`src/rtl/div_pkg.sv`:
```
// Shared constants for the EX-stage divider: bus widths, FSM state
// encodings and the ready/start handshake levels.
package div_pkg;

  localparam int unsigned RegWidth       = 32;
  localparam int unsigned DoubleRegWidth = 64;

  localparam logic        DivResultReady    = 1'b1;
  localparam logic        DivResultNotReady = 1'b0;
  localparam logic        DivStart          = 1'b1;
  localparam logic        DivStop           = 1'b0;

  localparam logic [31:0] ZeroWord = 32'h0000_0000;

  typedef enum logic [1:0] {
    DivFree   = 2'b00,
    DivByZero = 2'b01,
    DivOn     = 2'b10,
    DivEnd    = 2'b11
  } div_state_e;

endpackage

```
`src/rtl/div.sv`:
```
// Multi-cycle radix-2 restoring divider serving DIV/DIVU in the EX stage.
// Returns {remainder, quotient}; ready_o stays high while start_i is held.
// Configuration macro: DIV_SIGNED_EN -- when defined, signed_div_i selects
// signed division (absolute-value operands plus sign fixup); when undefined
// every division is unsigned and the sign logic is not built.
module div
  import div_pkg::*;
(
  input  logic                      clk,
  input  logic                      rst,
  input  logic                      signed_div_i,
  input  logic [RegWidth-1:0]       opdata1_i,
  input  logic [RegWidth-1:0]       opdata2_i,
  input  logic                      start_i,
  input  logic                      annul_i,
  output logic [DoubleRegWidth-1:0] result_o,
  output logic                      ready_o
);

  div_state_e                state_q;
  logic [5:0]                cnt_q;
  // Bit 64 of the 65-bit working value is always zero between iterations,
  // so only the low 64 bits are stored.
  logic [63:0]               work_q;
  logic [RegWidth-1:0]       divisor_q;
  logic [DoubleRegWidth-1:0] result_q;
  logic                      ready_q;

  logic [64:0]               shifted;
  logic [32:0]               diff;
  logic [63:0]               work_d;
  logic [RegWidth-1:0]       dividend_in;
  logic [RegWidth-1:0]       divisor_in;
  logic [DoubleRegWidth-1:0] result_d;

`ifdef DIV_SIGNED_EN
  logic neg_quot_q;
  logic neg_rem_q;
  logic neg_quot_in;
  logic neg_rem_in;
`else
  logic unused_signed_div;
  assign unused_signed_div = signed_div_i;
`endif

  // One restoring step plus operand conditioning and final sign fixup.
  always_comb begin
    // NOTE: every signal gets a default first so no path leaves it unassigned (no latch).
    shifted = {work_q, 1'b0};
    diff    = shifted[64:32] - {1'b0, divisor_q};
    work_d  = shifted[63:0];
    if (!diff[32]) work_d = {diff[31:0], shifted[31:1], 1'b1};

`ifdef DIV_SIGNED_EN
    dividend_in = (signed_div_i && opdata1_i[31]) ? -opdata1_i : opdata1_i;
    divisor_in  = (signed_div_i && opdata2_i[31]) ? -opdata2_i : opdata2_i;
    neg_quot_in = signed_div_i && (opdata1_i[31] ^ opdata2_i[31]);
    neg_rem_in  = signed_div_i && opdata1_i[31];
    result_d    = {(neg_rem_q  ? -work_q[63:32] : work_q[63:32]),
                   (neg_quot_q ? -work_q[31:0]  : work_q[31:0])};
`else
    dividend_in = opdata1_i;
    divisor_in  = opdata2_i;
    result_d    = work_q;
`endif
  end

  // Divider FSM: accept, iterate, fix up, and hold the result until start drops.
  always_ff @(posedge clk) begin
    // NOTE: state registers use non-blocking assignments so all updates see pre-edge values.
    if (rst) begin
      state_q   <= DivFree;
      cnt_q     <= '0;
      work_q    <= '0;
      divisor_q <= '0;
      result_q  <= '0;
      ready_q   <= DivResultNotReady;
`ifdef DIV_SIGNED_EN
      neg_quot_q <= 1'b0;
      neg_rem_q  <= 1'b0;
`endif
    end else begin
      unique case (state_q)
        DivFree: begin
          result_q <= '0;
          ready_q  <= DivResultNotReady;
          if (start_i == DivStart && !annul_i) begin
            if (opdata2_i == ZeroWord) begin
              state_q <= DivByZero;
            end else begin
              state_q   <= DivOn;
              cnt_q     <= '0;
              work_q    <= {32'b0, dividend_in};
              divisor_q <= divisor_in;
`ifdef DIV_SIGNED_EN
              neg_quot_q <= neg_quot_in;
              neg_rem_q  <= neg_rem_in;
`endif
            end
          end
        end
        DivByZero: begin
          state_q  <= DivEnd;
          result_q <= '0;
          ready_q  <= DivResultReady;
        end
        DivOn: begin
          if (annul_i || start_i == DivStop) begin
            state_q <= DivFree;
            cnt_q   <= '0;
          end else if (cnt_q != 6'd32) begin
            work_q <= work_d;
            cnt_q  <= cnt_q + 6'd1;
          end else begin
            state_q  <= DivEnd;
            cnt_q    <= '0;
            result_q <= result_d;
            ready_q  <= DivResultReady;
          end
        end
        DivEnd: begin
          if (start_i == DivStop) begin
            state_q  <= DivFree;
            result_q <= '0;
            ready_q  <= DivResultNotReady;
          end
        end
        default: state_q <= DivFree;
      endcase
    end
  end

  assign result_o = result_q;
  assign ready_o  = ready_q;

endmodule

```
`config.mk`:
```
export PLATFORM = sky130hd
export DESIGN_NAME = div
export DESIGN_NICKNAME = d
export VERILOG_FILES = /design/src/rtl/div_pkg.sv /design/src/rtl/div.sv
export SDC_FILE = /design/constraint.sdc
export NUM_CORES = 1
export LEC_CHECK = 0
export ABC_CLOCK_PERIOD_IN_PS = 3700
export CAP_MARGIN = 20
export CORE_ASPECT_RATIO = 0.9
export CORE_MARGIN = 3
export CORE_UTILIZATION = 55
export CTS_BUF_LIST = sky130_fd_sc_hd__clkbuf_4 sky130_fd_sc_hd__clkbuf_8
export CTS_CLUSTER_SIZE = 20
export DETAILED_ROUTE_END_ITERATION = 10
export GPL_ROUTABILITY_DRIVEN = 0
export GPL_TIMING_DRIVEN = 1
export HOLD_SLACK_MARGIN = 0.03
export PLACE_DENSITY_LB_ADDON = 0.1
export SKIP_LAST_GASP = 1
export SLEW_MARGIN = 10
export SYNTH_ARGS = -nofsm -noshare
export SYNTH_HDL_FRONTEND = slang
export SYNTH_SLANG_ARGS = --single-unit
```
`constraint.sdc`:
```
create_clock -name clk -period 3.7 [get_ports clk]
set_input_delay 0.74 -clock clk [delete_from_list [all_inputs] [get_ports clk]]
set_output_delay 0.74 -clock clk [all_outputs]
set_load 0.02 [all_outputs]
```
==> results of run 1 <==
-- final timing paths --
path | depth (start not counted) | endpoint | from | slack (ns)
max | 14 | result_d[58] | result_d[31] | 0.18
min | 2 | result_o[49] | result_o[49] | 0.45
max reg2reg | 14 | result_d[58] | result_d[31] | 0.18
min reg2reg | 2 | result_o[49] | result_o[49] | 0.45
-- per-stage QoR --
step / utilization (%) / total power (uW)
final: 69.7 / 5360
after global routing: 69.7 / 5710
after CTS: 69.7 / 5400
after detailed placement: 67.1 / 4080
after global placement: 67.1 / 4060
after floorplan: - / 3560
-- kinds of logic (layout without fill, tap and decap cells) --
group / Yosys count / count (layout) / share of synthesized area (%)
DFF: 169 / 169 / 39.8
buffers and inverters: 111 / 229 / 5.21
AOI/OAI and AO/OA: 245 / 245 / 17.6
and+or+nand+nor: 344 / 344 / 17.7
adders and majority gates: 39 / 39 / 5.83
xor gates and xnor gates: 34 / 34 / 3.50
muxes: 88 / 88 / 10.4
-- registers in the layout, summed over array words and instances (netlist names) --
| register | count |
|---|---|
| cnt_q | 6 |
| divisor_q | 32 |
| ready_o | 1 |
| result_d | 64 |
| result_o | 64 |
| state_q | 2 |
-- metal layers --
layer,vias up,part of all wire (%)
li1,3825,-
met5,-,0
met3,29,5.6
met4,0,1.5
met2,193,45
met1,3491,48
-- layout make-up --
class | instances | area, um2 | share of cell area (%)
Timing Repair Buffer | 152 | 1510 | 14.5
Clock inverter | 14 | 144 | 1.38
Tap cell | 198 | 248 | 2.38
Clock buffer | 18 | 248 | 2.38
Inverter | 45 | 169 | 1.62
Sequential cell | 169 | 3380 | 32.5
Multi-Input combinational cell | 750 | 4710 | 45.2
-- critical path: cells and delay by family (launching register included) --
| kind | cells | cell delay [ns] |
|---|---|---|
| AOI/OAI and AO/OA | 7 | 1.81 |
| DFF | 1 | 0.33 |
| muxes | 1 | 0.26 |
| buffers and inverters | 3 | 0.41 |
| and+or+nand+nor | 1 | 0.19 |
| adders and majority gates | 2 | 0.41 |
-- where the power goes --
part           total, uW  internal (uW)  switching [uW]
logic               1990            797            1200
clock network       1320            623             695
registers           2050           1960            94.5
-- placed cells by master (no fill, tap or decap), drive strengths merged, types with 2 or more instances in the layout --
cell           instances
dfxtp                169
clkdlybuf4s50        131
nand2                126
a21oi                105
nor2                  97
mux2i                 88
nand3                 70
inv                   50
o21ai                 50
a211oi                39
ha                    38
buf                   21
xnor2                 19
clkbuf                18
xor2                  15
nor3                  11
nor4                  11
a21o                  10
nand4                 10
o31ai                  9
nand2b                 6
clkinv                 6
nor2b                  5
a32oi                  5
a31oi                  4
o41ai                  3
and2                   2
a211o                  2
o21a                   2
o211ai                 2
o21bai                 2
bufinv                 2
or3                    2
a2111oi                2
==> flow_metrics.env, run 1 <==
export IMPL_post_dp_cell_area_um2=10000
export IMPL_synthArstFlopShare_pct=0
export IMPL_grt_total_usage_pct=24.1
export IMPL_fin_worst_hold_slack_ns=0.453
export IMPL_cap_violations=0
export IMPL_critPathCaptureType="flop"
export IMPL_ctsHoldBuffers=0
export IMPL_portBuffers=132
export IMPL_rsz0062_at_grt="false"
export IMPL_synth_warnings=0
export IMPL_cp_common_cell="o21ai_1"
export IMPL_wl_per_cell_um=15.1
export IMPL_post_cts_buffers=0
export IMPL_start_util_pct=57.0
export IMPL_critPathSlowestCell="a2111oi_4"
export IMPL_cts_root_buffer="clkbuf_8"
export IMPL_startpoint_type="flop"
export IMPL_die_area_um2=17000
export IMPL_synth_top_area_share_pct=39.8
export IMPL_power_leakage_uw=0.00412
export IMPL_fp_coreArea_um2=14900
export IMPL_clkSinkCount=169
export IMPL_cts_tree="yes"
export IMPL_pin_count=134
export IMPL_insertion_delay_ns=0.46
export IMPL_fin_crit_sh_pct=95.1
export IMPL_synth_main_ff_cell="dfxtp_1"
export IMPL_rows=42
export IMPL_busiest_layer="met2"
export IMPL_fmax_mhz=284
export IMPL_fill_cells=1305
export IMPL_synth_fp_nets=1138
export IMPL_clockBufferDepth=2
export IMPL_clkTransAtPathRegs_ns=0.09
export IMPL_synth_most_common_cell="dfxtp_1"
export IMPL_critPathRequiredTime_ns=4.05
export IMPL_yosys_top_cells_area="dfxtp_1 (40%), mux2i_1 (10%), a21oi_1 (6.2%)"
export IMPL_yosys_top_cells_count="dfxtp_1 (169), nand2_1 (126), a21oi_1 (105)"
export IMPL_grt_max_degree=65
export IMPL_stdcell_area_um2=10400
export IMPL_power_density_nw_per_um2=516
export IMPL_worst_pin_slew_ns=0.673
export IMPL_finalSetupTns_ns=0
export IMPL_crit_type="flop to flop"
export IMPL_drc=0
export IMPL_drtAntennaViolNets=0
export IMPL_antenna_found_initial=0
export IMPL_die_y_um=124
export IMPL_hpwl_um=14200
export IMPL_area_growth_pct=22.4
export IMPL_cp_cell_sequence="inv_1 > ha_1 > inv_1 > fa_1 > a211oi_1 > o21ai_1 > o21ai_1 > a21o_1 > a2111o_1 > and3_4 > a2111oi_4 > buf_4 > mux2i_1 > o21ai_1"
export IMPL_finalHoldViolCount=0
export IMPL_syn_inst=1030
export IMPL_cpPeakStageDelay_ns=0.48
export IMPL_finClkSkew_ns=0.0133
export IMPL_grtUsageMet1_pct=33.6
export IMPL_maxSlewHeadroom_pct=55.1
export IMPL_worstPathMaxFanout=14
export IMPL_ys_seq_area_share_pct=39.8
export IMPL_report_final_slew_viol_count=0
export IMPL_max_vdd_ir_drop_mv=0.328
export IMPL_grt_pass1_wl_um=33300
export IMPL_setup_viol=0
export IMPL_first_pass_iters=5
export IMPL_met2_usage_pct=37.6
export IMPL_finalCriticalPeriod_ns=3.52
export IMPL_drive_above_1_share_pct=5.49
export IMPL_ys_types=53
export IMPL_cts_max_level=4
export IMPL_fp_dieW_um=137
export IMPL_grt_overflow=0
export IMPL_nets=1243
export IMPL_num_antenna_cells=0
export IMPL_crit_arrival_ns=3.87
export IMPL_avgViaCountPerCell=5.60
export IMPL_synth_top_area_cell="dfxtp_1"
export IMPL_dp_cells=1314
export IMPL_vias=7538
export IMPL_setup_ws_ns=0.181
export IMPL_synth_edf_count=0
export IMPL_initialDrtViolationCount=564
export IMPL_cts_buffers_inserted=17
export IMPL_post_cts_resized=0
export IMPL_final_cells=1346
export IMPL_outcome="complete, no violations"
export IMPL_pre_cts_ws_ns=0.242
export IMPL_grt_pass1_vias=6852
export IMPL_routed_wl_um=20300
export IMPL_synth_area_um2=8500
export IMPL_hold_class="flop to flop"
export IMPL_met3_usage_pct=5.65
export IMPL_synth_area_per_cell_um2=8.25
export IMPL_synth_seq_cells=169
No activity file was read; power rests on OpenSTA's default activity.
==> run 2, diff against run 1 <==
Settings changed: CORE_ASPECT_RATIO 0.9 to not set, PLACE_DENSITY set to 0.81, PLACE_DENSITY_LB_ADDON 0.1 to not set, SKIP_CTS_REPAIR_TIMING set to 1.
==> flow_metrics.env, run 2 (synthesis results as in run 1) <==
export IMPL_pwr_share_clk_pct=26.6
export IMPL_crit_type="flop to flop"
export IMPL_timing_rr_start="result_d[31]"
export IMPL_grt_pass1_vias=6986
export IMPL_layout_commonest_cell="dfxtp_1"
export IMPL_cpPeakStageDelay_ns=0.45
export IMPL_final_cell_mix="dfxtp_1 (169), clkdlybuf4s50_1 (131), nand2_1 (126), a21oi_1 (105), nor2_1 (96)"
export IMPL_hold_class="flop to flop"
export IMPL_fill_cells=1202
export IMPL_r2r_end="result_d[56]"
export IMPL_netSwitchingPower_uw=1980
export IMPL_power_density_nw_per_um2=530
export IMPL_clkSinkCount=169
export IMPL_first_pass_iters=5
export IMPL_initialDrtViolationCount=554
export IMPL_switching_share_pct=35.8
export IMPL_num_antenna_cells=0
export IMPL_maxSlewHeadroom_pct=26.4
export IMPL_crit_arrival_ns=3.80
export IMPL_internal_power_uw=3550
export IMPL_clockBufferDepth=2
export IMPL_finalHoldViolCount=0
export IMPL_wl_per_cell_um=15.7
export IMPL_report_final_slew_viol_count=0
export IMPL_min_path_cells=2
export IMPL_fp_coreArea_um2=14800
export IMPL_drc=0
export IMPL_portBuffers=132
export IMPL_setup_viol=0
export IMPL_cts_max_level=4
export IMPL_worstPathMaxFanout=15
export IMPL_max_vdd_ir_drop_mv=0.470
export IMPL_start_util_pct=57.4
export IMPL_hpwl_um=14300
export IMPL_pin_count=134
export IMPL_grt_max_degree=87
export IMPL_fmax_mhz=290
export IMPL_die_y_um=130
export IMPL_worst_pin_slew_ns=1.10
export IMPL_area_growth_pct=22.6
export IMPL_grt_pass1_wl_um=34100
export IMPL_cp_common_cell="o21ai_1"
export IMPL_r2r_slack_ns=0.25
export IMPL_holdPathEnd="result_o[34]"
export IMPL_fp_dieW_um=130
export IMPL_die_area_um2=17000
export IMPL_grt_total_usage_pct=24.8
export IMPL_cap_violations=0
export IMPL_drtAntennaViolNets=0
export IMPL_critPathRequiredTime_ns=4.05
export IMPL_finalSetupTns_ns=0
export IMPL_rows=44
export IMPL_cp_cell_sequence="inv_1 > ha_1 > inv_1 > fa_1 > a211oi_1 > o21ai_1 > o21ai_1 > a21o_1 > a2111o_1 > and3_4 > a2111oi_4 > buf_4 > mux2i_1 > o21ai_1"
export IMPL_cts_buffers_inserted=17
export IMPL_grt_overflow=0
export IMPL_busiest_layer="met2"
export IMPL_vias=7599
export IMPL_drive_above_1_share_pct=5.24
export IMPL_post_route_util_pct=70.4
export IMPL_met3_usage_pct=5.69
export IMPL_fin_crit_sh_pct=93.2
export IMPL_min_from="result_o[34]"
export IMPL_insertion_delay_ns=0.46
export IMPL_startpoint_type="flop"
export IMPL_critPathCaptureType="flop"
export IMPL_seqPwrFrac_pct=37.2
export IMPL_cts_root_buffer="clkbuf_8"
export IMPL_outcome="complete, no violations"
export IMPL_rr_worst_depth=14
export IMPL_clkTransAtPathRegs_ns=0.09
export IMPL_power_leakage_uw=0.00413
export IMPL_grtUsageMet1_pct=33.3
export IMPL_nets=1240
export IMPL_p_comb_share_pct=36.2
export IMPL_antenna_found_initial=0
export IMPL_finClkSkew_ns=0.00973
export IMPL_routed_wl_um=20800
export IMPL_met2_usage_pct=39.8
export IMPL_critPathSlowestCell="a2111o_1"
export IMPL_rsz0062_at_grt="false"
export IMPL_finalCriticalPeriod_ns=3.45
export IMPL_cts_tree="yes"
export IMPL_avgViaCountPerCell=5.72
run 2: cell count changes in the layout (fill, tap and decap cells not counted), sizes merged:
cell / previous run / this run
buf: 21 / 18
bufinv: 2 / 4
clkbuf: 18 / 21
clkinv: 6 / 4
clkinvlp: 1 / 0
inv: 50 / 47
run 2: worst max path at each step:
| stage | start | endpoint | slack [ns] | cells after the start |
|---|---|---|---|---|
| 6_report | result_d[31] | result_d[56] | 0.25 | 14 |
| 5_1_grt | result_d[31] | result_d[56] | 0.07 | 14 |
| 4_1_cts | result_d[31] | result_d[56] | 0.24 | 14 |
| 3_5_place_dp | result_d[31] | result_d[38] | 0.26 | 14 |
| 3_3_place_gp | result_d[31] | result_d[63] | 0.34 | 14 |
| 2_1_floorplan | result_d[31] | result_d[50] | 0.58 | 15 |
run 2: power groups by stage:
stage / clock (uW) / sequential [uW] / combinational [uW]
after floorplan: 0 / 2100 / 1460
final: 1470 / 2050 / 2000
after CTS: 1490 / 2050 / 1990
after global placement: 0 / 2090 / 1950
after global routing: 1570 / 2070 / 2190
after detailed placement: 0 / 2100 / 1980
run 2: stage by stage:
step	total power [uW]	worst slack, ns	hold WS [ns]	instances	area, um2
6_report	5520	0.252	0.452	1328	10400
3_3_place_gp	4040	0.344	0.437	1297	9970
3_5_place_dp	4080	0.260	0.442	1297	9970
4_1_cts	5540	0.242	0.454	1328	10400
2_1_floorplan	3560	0.584	0.457	1030	8500
5_1_grt	5840	0.0680	0.472	1328	10400
run 2: area by class of cell:
type / count / area (um2) / share of cell area, %
Sequential cell: 169 / 3380 / 32.5
Inverter: 45 / 169 / 1.62
Timing Repair Buffer: 149 / 1480 / 14.2
Multi-Input combinational cell: 750 / 4710 / 45.2
Clock buffer: 21 / 283 / 2.71
Clock inverter: 10 / 165 / 1.58
Tap cell: 184 / 230 / 2.21
run 2: critical path, delay by kind of cell, from the launching register on:
| kind | cells | cell delay (ns) |
|---|---|---|
| AOI/OAI and AO/OA | 7 | 1.69 |
| buffers and inverters | 3 | 0.43 |
| adders and majority gates | 2 | 0.41 |
| DFF | 1 | 0.38 |
| muxes | 1 | 0.23 |
| and+or+nand+nor | 1 | 0.19 |
run 2: layer usage:
| metal | vias up | wire, um |
|---|---|---|
| met4 | 0 | 449 |
| met3 | 37 | 923 |
| li1 | 3833 | - |
| met1 | 3550 | 9560 |
| met2 | 179 | 9870 |
| met5 | - | 0 |
